File: src/rtl/score_tracker.sv
// score_tracker: N-hole hit scorer with combo multiplier and BCD score drain.
// Optional SCORE_PENALTY_EN: each miss pulse also takes one BCD unit off the score.
`ifndef POP
`define POP 2'b01
`endif
`ifndef HIT
`define HIT 2'b10
`endif

module score_tracker #(
   parameter int N_HOLES    = 10,
   parameter int DIGITS     = 4,
   parameter int HIT_PTS    = 1,
   parameter int COMBO_STEP = 4,
   parameter int MULT_MAX   = 4,
   parameter int PEND_W     = 8
) (
   input  logic                  clk,
   input  logic                  rst,
   input  logic                  clear,
   input  logic [1:0]            state,
   input  logic [N_HOLES-1:0]    hamster_op,
   input  logic [N_HOLES-1:0]    hit,
   output logic                  add_score,
   output logic                  miss,
   output logic [7:0]            combo,
   output logic [4*DIGITS-1:0]   score,
   output logic                  busy
);

   localparam int SW = 4 * DIGITS;
   localparam logic [31:0] PMAX = 32'((64'd1 << PEND_W) - 64'd1);
   localparam logic [SW-1:0] ALL9 = {DIGITS{4'h9}};

   localparam logic [1:0] IDLE  = 2'd0;
   localparam logic [1:0] DRAIN = 2'd1;
   localparam logic [1:0] SAT   = 2'd2;

   logic [1:0]         fsm, fsm_nxt;
   logic [PEND_W-1:0]  pending, pend_nxt;
   logic [N_HOLES-1:0] good, bad;
   logic [15:0]        ng;
   logic [31:0]        mult, pts, combo_sum, pend_sum;
   logic [7:0]         combo_nxt;
   logic [SW-1:0]      score_inc, score_dec, score_nxt;
   logic               dec, drain;

   function automatic logic [SW-1:0] bcd_inc(input logic [SW-1:0] v);
      logic [SW-1:0] r;
      logic          c;
      r = v;
      c = 1'b1;
      for (int i = 0; i < DIGITS; i++) begin
         if (c) begin
            if (v[4*i +: 4] == 4'd9) begin
               r[4*i +: 4] = 4'd0;
            end else begin
               r[4*i +: 4] = v[4*i +: 4] + 4'd1;
               c = 1'b0;
            end
         end
      end
      return r;
   endfunction

   function automatic logic [SW-1:0] bcd_dec(input logic [SW-1:0] v);
      logic [SW-1:0] r;
      logic          b;
      r = v;
      b = 1'b1;
      for (int i = 0; i < DIGITS; i++) begin
         if (b) begin
            if (v[4*i +: 4] == 4'd0) begin
               r[4*i +: 4] = 4'd9;
            end else begin
               r[4*i +: 4] = v[4*i +: 4] - 4'd1;
               b = 1'b0;
            end
         end
      end
      return r;
   endfunction

   always_comb begin
      good = (state == `POP) ? (hit & hamster_op) : '0;
      bad  = (state == `POP) ? (hit & ~hamster_op) : '0;
      ng   = '0;
      for (int i = 0; i < N_HOLES; i++) begin
         ng = ng + 16'(good[i]);
      end
      // multiplier is taken from the combo before this cycle's update
      mult = 32'(combo) / COMBO_STEP + 32'd1;
      if (mult > 32'(MULT_MAX)) begin
         mult = 32'(MULT_MAX);
      end
      pts       = 32'(ng) * 32'(HIT_PTS) * mult;
      combo_sum = 32'(combo) + 32'(ng);
      if (bad != '0) begin
         combo_nxt = 8'd0;
      end else if (combo_sum > 32'd255) begin
         combo_nxt = 8'd255;
      end else begin
         combo_nxt = combo_sum[7:0];
      end
`ifdef SCORE_PENALTY_EN
      dec = miss && (fsm != SAT);
`else
      dec = 1'b0;
`endif
      // a penalty cycle defers the drain step rather than dropping it
      drain     = (fsm == DRAIN) && !dec;
      score_inc = bcd_inc(score);
      score_dec = bcd_dec(score);
      score_nxt = score;
      if (dec) begin
         if (score != '0) begin
            score_nxt = score_dec;
         end
      end else if (drain) begin
         score_nxt = score_inc;
      end
      pend_sum = 32'(pending) - 32'(drain) + pts;
      if (pend_sum > PMAX) begin
         pend_nxt = PMAX[PEND_W-1:0];
      end else begin
         pend_nxt = pend_sum[PEND_W-1:0];
      end
      fsm_nxt = fsm;
      unique case (fsm)
         SAT: begin
            fsm_nxt  = SAT;
            pend_nxt = '0;
         end
         default: begin
            if (drain && (score_inc == ALL9)) begin
               fsm_nxt  = SAT;
               pend_nxt = '0;
            end else begin
               fsm_nxt = (pend_nxt != '0) ? DRAIN : IDLE;
            end
         end
      endcase
   end

   always_ff @(posedge clk or posedge rst) begin
      if (rst) begin
         add_score <= 1'b0;
         miss      <= 1'b0;
         combo     <= '0;
         score     <= '0;
         pending   <= '0;
         fsm       <= IDLE;
      end else if (clear) begin
         add_score <= 1'b0;
         miss      <= 1'b0;
         combo     <= '0;
         score     <= '0;
         pending   <= '0;
         fsm       <= IDLE;
      end else begin
         add_score <= (ng != '0);
         miss      <= (bad != '0);
         combo     <= combo_nxt;
         score     <= score_nxt;
         pending   <= pend_nxt;
         fsm       <= fsm_nxt;
      end
   end

   assign busy = (fsm == DRAIN);

endmodule
File: config.mk
export PLATFORM = sky130hd
export DESIGN_NAME = score_tracker
export DESIGN_NICKNAME = d
export VERILOG_FILES = /design/src/rtl/score_tracker.sv
export SDC_FILE = /design/constraint.sdc
export NUM_CORES = 1
export LEC_CHECK = 0
export CAP_MARGIN = 10
export CORE_UTILIZATION = 50
export CTS_CLUSTER_SIZE = 20
export DETAILED_ROUTE_END_ITERATION = 16
export PLACE_DENSITY_LB_ADDON = 0.08
export RECOVER_POWER = 25
export SETUP_SLACK_MARGIN = 0.15
export SLEW_MARGIN = 20
export SYNTH_ARGS = -nofsm -noshare
export SYNTH_HDL_FRONTEND = slang
export SYNTH_SLANG_ARGS = --single-unit
export TNS_END_PERCENT = 5
File: constraint.sdc
create_clock -name clk -period 6.86 [get_ports clk]
set_clock_uncertainty 0.05 [all_clocks]
set_input_delay 1.029 -clock clk [delete_from_list [all_inputs] [get_ports clk]]
set_output_delay 1.029 -clock clk [all_outputs]
set_load 0.03 [all_outputs]
* After elaboration in Yosys (flattened, before gate mapping)
Index checks and enable logic that the tools add are counted.
Word-level totals: word-level logic and storage cells 73, flip-flop bits (word level) 36
Operators by class: $add $sub $neg 17, reductions and logical operators 5, multipliers 1, equal/unequal tests 8, magnitude comparators 3, bitwise operators 3, mux-type cells 30
Operators with widths (number):
- $mux W8 | 7
- $add A32 B32 Y32 | 1
- $gt A32 B8 Y1 const B | 1
- $mul A10 B32 Y32 | 1
- $mux W16 | 2
- $mux W4 | 7
- $and A10 B10 Y10 | 2
- $mux W10 | 2
- $add A4 B1 Y4 const B | 4
- $eq A16 B16 Y1 const B | 1
- $eq A4 B4 Y1 const B | 4
- $reduce_bool A16 Y1 | 1
- $add A8 B10 Y11 | 1
- $gt A11 B8 Y1 const B | 1
- $add A9 B1 Y10 | 1
- $not A10 Y10 | 1
- $reduce_bool A10 Y1 | 1
- $add A8 B1 Y9 | 1
- $sub A8 B1 Y9 | 1
- $add A7 B1 Y8 | 1
- $mux W1 | 8
- $reduce_bool A8 Y1 | 1
- $add A6 B1 Y7 | 1
- $add A6 B1 Y7 const B | 1
- other kinds (12) | 15

* Logic depth before layout (Yosys ltp)
word-level depth 20, gate-level depth with buffers 33

* Worst setup path before layout
No wires, ideal clock.
path kind input to register, from input state[0], to register fsm[0], setup time 0.130 ns, data arrival time 8.315 ns, required time 6.680 ns, setup slack -1.635 ns, stages on the path 30, cell sequence nor2b_1 -> clkbuf_1 -> and3_1 -> fa_1 -> inv_1 -> fa_1 -> fa_1 -> inv_1 -> ha_1 -> fa_1 -> xor2_1 -> nand2_1 -> fa_1 -> inv_1 -> ha_1 -> ha_1 -> fa_1 -> ha_1 -> nand3_1 -> o211a_1 -> a311oi_1 -> nor3_1 -> nand2b_1 -> ha_1 -> nand4bb_1 -> nor3b_1 -> o221ai_1 -> or2_1 -> a211oi_1 -> a31oi_1
Between the ends: word-level cells in the longest chain between the ends 20
RTL lines:
- from (decl) | RTL line 21 | input logic [1:0] state,
- $eq A2 B1 Y1 (no line) (*)
- $mux W10 (*) | RTL line 85 | good = (state == `POP) ? (hit & hamster_op) : '0;
- $add A1 B1 Y2 | RTL line 89 | ng = ng + 16'(good[i]);
- $add A2 B1 Y3 | RTL line 89
- $add A3 B1 Y4 | RTL line 89
- $add A4 B1 Y5 | RTL line 89
- $add A5 B1 Y6 | RTL line 89
- $add A6 B1 Y7 | RTL line 89
- [4 not listed]
- $add A32 B32 Y32 (*) | RTL line 122 | pend_sum = 32'(pending) - 32'(drain) + pts;
- $gt A32 B8 Y1 | RTL line 123 | if (pend_sum > PMAX) begin
- $mux W8 (*) | RTL line 123
- $reduce_bool A8 Y1 (*) | RTL line 139 | fsm_nxt = (pend_nxt != '0) ? DRAIN : IDLE;
- $mux W1 (*) | RTL line 139
- $mux W2 (*) | RTL line 135 | if (drain && (score_inc == ALL9)) begin
- $mux W2 (*) | RTL line 129 | unique case (fsm)
- $mux W2 (*) | RTL line 153 | end else if (clear) begin
- to (signal assigned) | RTL line 166 | fsm <= fsm_nxt;
- to (decl) | RTL line 39 | logic [1:0] fsm, fsm_nxt;
Mark *: on every way between the ends. The rest lies on a longest branch, timed or not. A chain may end at the register's enable or synchronous reset.

* Worst setup path after layout
Ends and elaborated chain as after synthesis.

==> impl_metrics.toml <==
[run_status]
status = "finished, violations left"
violations = "capacitance limit, slew limit, setup timing"

[cts]
cts_tree = "built"
cts_inserted_buffers = 5
holdBufCountCts = 0
clk-insertion-delay-late_ns = 0.29
clkTransAtPathRegs_ns = 0.08
root_buffer = "clkbuf_8"
clockBufferDepth = 2
clock_sink_count = 36
h-tree-depth = 2

[floorplanning]
die_area_um2 = 8590
start_util = 0.524
die_y_um = 92.7
pin_count = 52
fp-row-count = 32
fp.dieW_um = 92.7
core_um2 = 7850

[route]
wl_per_cell_um = 13.7
drc = 0
drt_first_pass_iters = 4
drtAntennaViolNets = 0
finalWirelength_mm = 9.26
drt_iter0_drc = 86
dr_total_vias = 3592
viasPerCell = 5.32

[global_route]
grt_pass1_wl_mm = 15.9
grt_usage = 0.229
grt_pass1_vias = 3620
antenna_found_initial = 0
grt_overflow_total = 0
grt_max_degree = 37

[yosys]
yosysMostFrequentCell = "inv_1"
postSynth.asyncResetShare = 1.00
ys_top_cells_by_count = "inv_1, ha_1, dfrtp_1"
netlist_top_cells_area = "dfrtp_1, ha_1, fa_1"
ys_seq_area_frac = 0.219
synth_ff_type = "dfrtp_1"
synth_top_area_frac = 0.219
synth_area_per_cell_um2 = 8.78
syn_inst = 468
yosysUniqueCellTypes = 68
yosysTopAreaCell = "dfrtp_1"
yosysWarnings = 0
synthesis.area_um2 = 4110
synth-seq-cells = 36
synth_edf_count = 0

[power]
ir_worst_vdd_mv = 0.158
power.leakage_uw = 0.00258
pwr_density_cell_nw_per_um2 = 269

[final_layout]
fill_cells = 667
nets = 672
drive_above_1_share = 0.204
syn_to_final_growth_pct = 31.6
num_antenna_cells = 0

[setup_path]
r2r_slack_ns = 0.65
critPathLaunch = "state[0]"
critPathRequiredTime_ns = 6.98
endpoint_kind = "flip-flop"
slowest_stage = "fa_1"
reg2reg_depth = 24
r2r-start = "combo[2]"
crit_type = "in -> reg"
critPathLaunchType = "input port"
max_stage_delay_ns = 0.55
path_max_fanout = 8
crit_end = "fsm[0]"
cp.arrival_ns = 7.88
r2r_end = "fsm[0]"

[timing]
fin_crit_ns = 7.76
worstMarginPinSlew_ns = 1.96
rsz0062_at_grt = "true"
slew_violations = 37
setup-tns-final_ns = -6.94
setup_violations = 9
post-route-period-util = 1.13
timing.max_slew.rel_slack = -0.305
fmax_mhz = 129
hold_viol = 0
setup_slack_ns = -0.901

[placed_design]
place_ws_ns = -1.65
place_congestion = 0.793
portBuffers = 51
hpwl_mm = 7.21

[worst_hold_path]
hold_class = "reg -> reg"

[run]
max_cap_violations = 1
-- per-layer routing --
layer	vias up	part of all wire	GRT usage
li1	1787	-	-
met1	1724	0.44	0.268
met2	67	0.52	0.432
met3	14	0.030	0.0361
met4	0	0.013	0.0603
met5	-	0	0
-- worst max-delay path: cells and delay by family --
| family | cells | cell delay [ns] |
|---|---|---|
| AO/OA/AOI/OAI | 5 | 0.95 |
| adder cells (fa/ha/maj) | 11 | 4.23 |
| XOR/XNOR | 1 | 0.16 |
| buffers and inverters | 4 | 0.23 |
| AND/OR/NAND/NOR | 9 | 1.28 |
-- registers in the layout, indices dropped and copies added, names as in the netlist --
signal     cells
add_score      1
combo          8
fsm            2
miss           1
pending        8
score         16
-- metrics by stage --
stage | instances | util | hold slack [ns] | power (uW) | cell area [um^2]
finish | 675 | 0.689 | 0.547 | 1450 | 5410
global route | 675 | 0.689 | 0.593 | 1590 | 5410
CTS | 674 | 0.683 | 0.554 | 1420 | 5360
detailed placement | 660 | 0.657 | 0.540 | 1220 | 5160
global placement | 660 | 0.657 | 0.506 | 1180 | 5160
floorplan | 482 | - | 0.529 | 893 | 4300
-- cell usage in the layout (no fill, tap or decap), types with 13 or more instances in the layout --
| master | count |
|---|---|
| nand2_1 | 19 |
| nor2b_1 | 14 |
| nor2_1 | 29 |
| xnor2_1 | 14 |
| clkdlybuf4s50_1 | 36 |
| a21oi_1 | 19 |
| conb_1 | 16 |
| fa_1 | 20 |
| inv_1 | 68 |
| dfrtp_1 | 36 |
| ha_1 | 40 |
| o21ai_0 | 13 |
| buf_4 | 43 |
-- repair_timing --
item | 4_1_cts | 5_1_grt
resized for setup | 40 | 15
buffers inserted | 6 | 1
endpoints found under the setup margin | 9 | 9
pin swaps | 38 | 19
-- where the power goes --
group,switching (uW),internal (uW),total [uW],leakage [uW]
clock network,86.4,70.9,157,0.0000479
registers,22.8,237,260,0.000480
logic,531,505,1040,0.00206
total,641,814,1450,0.00258
-- how the worst min path moves through the flow --
stage	startpoint	to	slack [ns]	cells past startpoint
floorplan	fsm[0]	fsm[1]	0.53	3
global placement	score[4]	score[4]	0.51	2
detailed placement	score[15]	score[15]	0.54	2
CTS	score[15]	score[15]	0.55	2
global route	score[15]	score[15]	0.59	2
finish	score[4]	score[4]	0.55	2
-- area by class of cell --
| type | count | area (um^2) | area share |
|---|---|---|---|
| Multi-Input combinational cell | 357 | 3180 | 0.588 |
| Sequential cell | 36 | 901 | 0.167 |
| Timing Repair Buffer | 95 | 823 | 0.152 |
| Inverter | 77 | 289 | 0.0534 |
| Clock buffer | 5 | 68.8 | 0.0127 |
| Clock inverter | 3 | 18.8 | 0.00347 |
| Tap cell | 102 | 128 | 0.0236 |
-- logic make-up (layout without fill, tap and decap cells) --
kind of cell	after synthesis	after routing	share of synthesized area
compound gates	87	87	0.144
xor+xnor	26	26	0.0554
fa+ha+maj	77	77	0.279
buf+inv	89	180	0.0834
flops	36	36	0.219
mux	6	6	0.0161
other cells	2	16	0.00183
simple gates	145	145	0.201
Power figures use the tool's default switching activity.
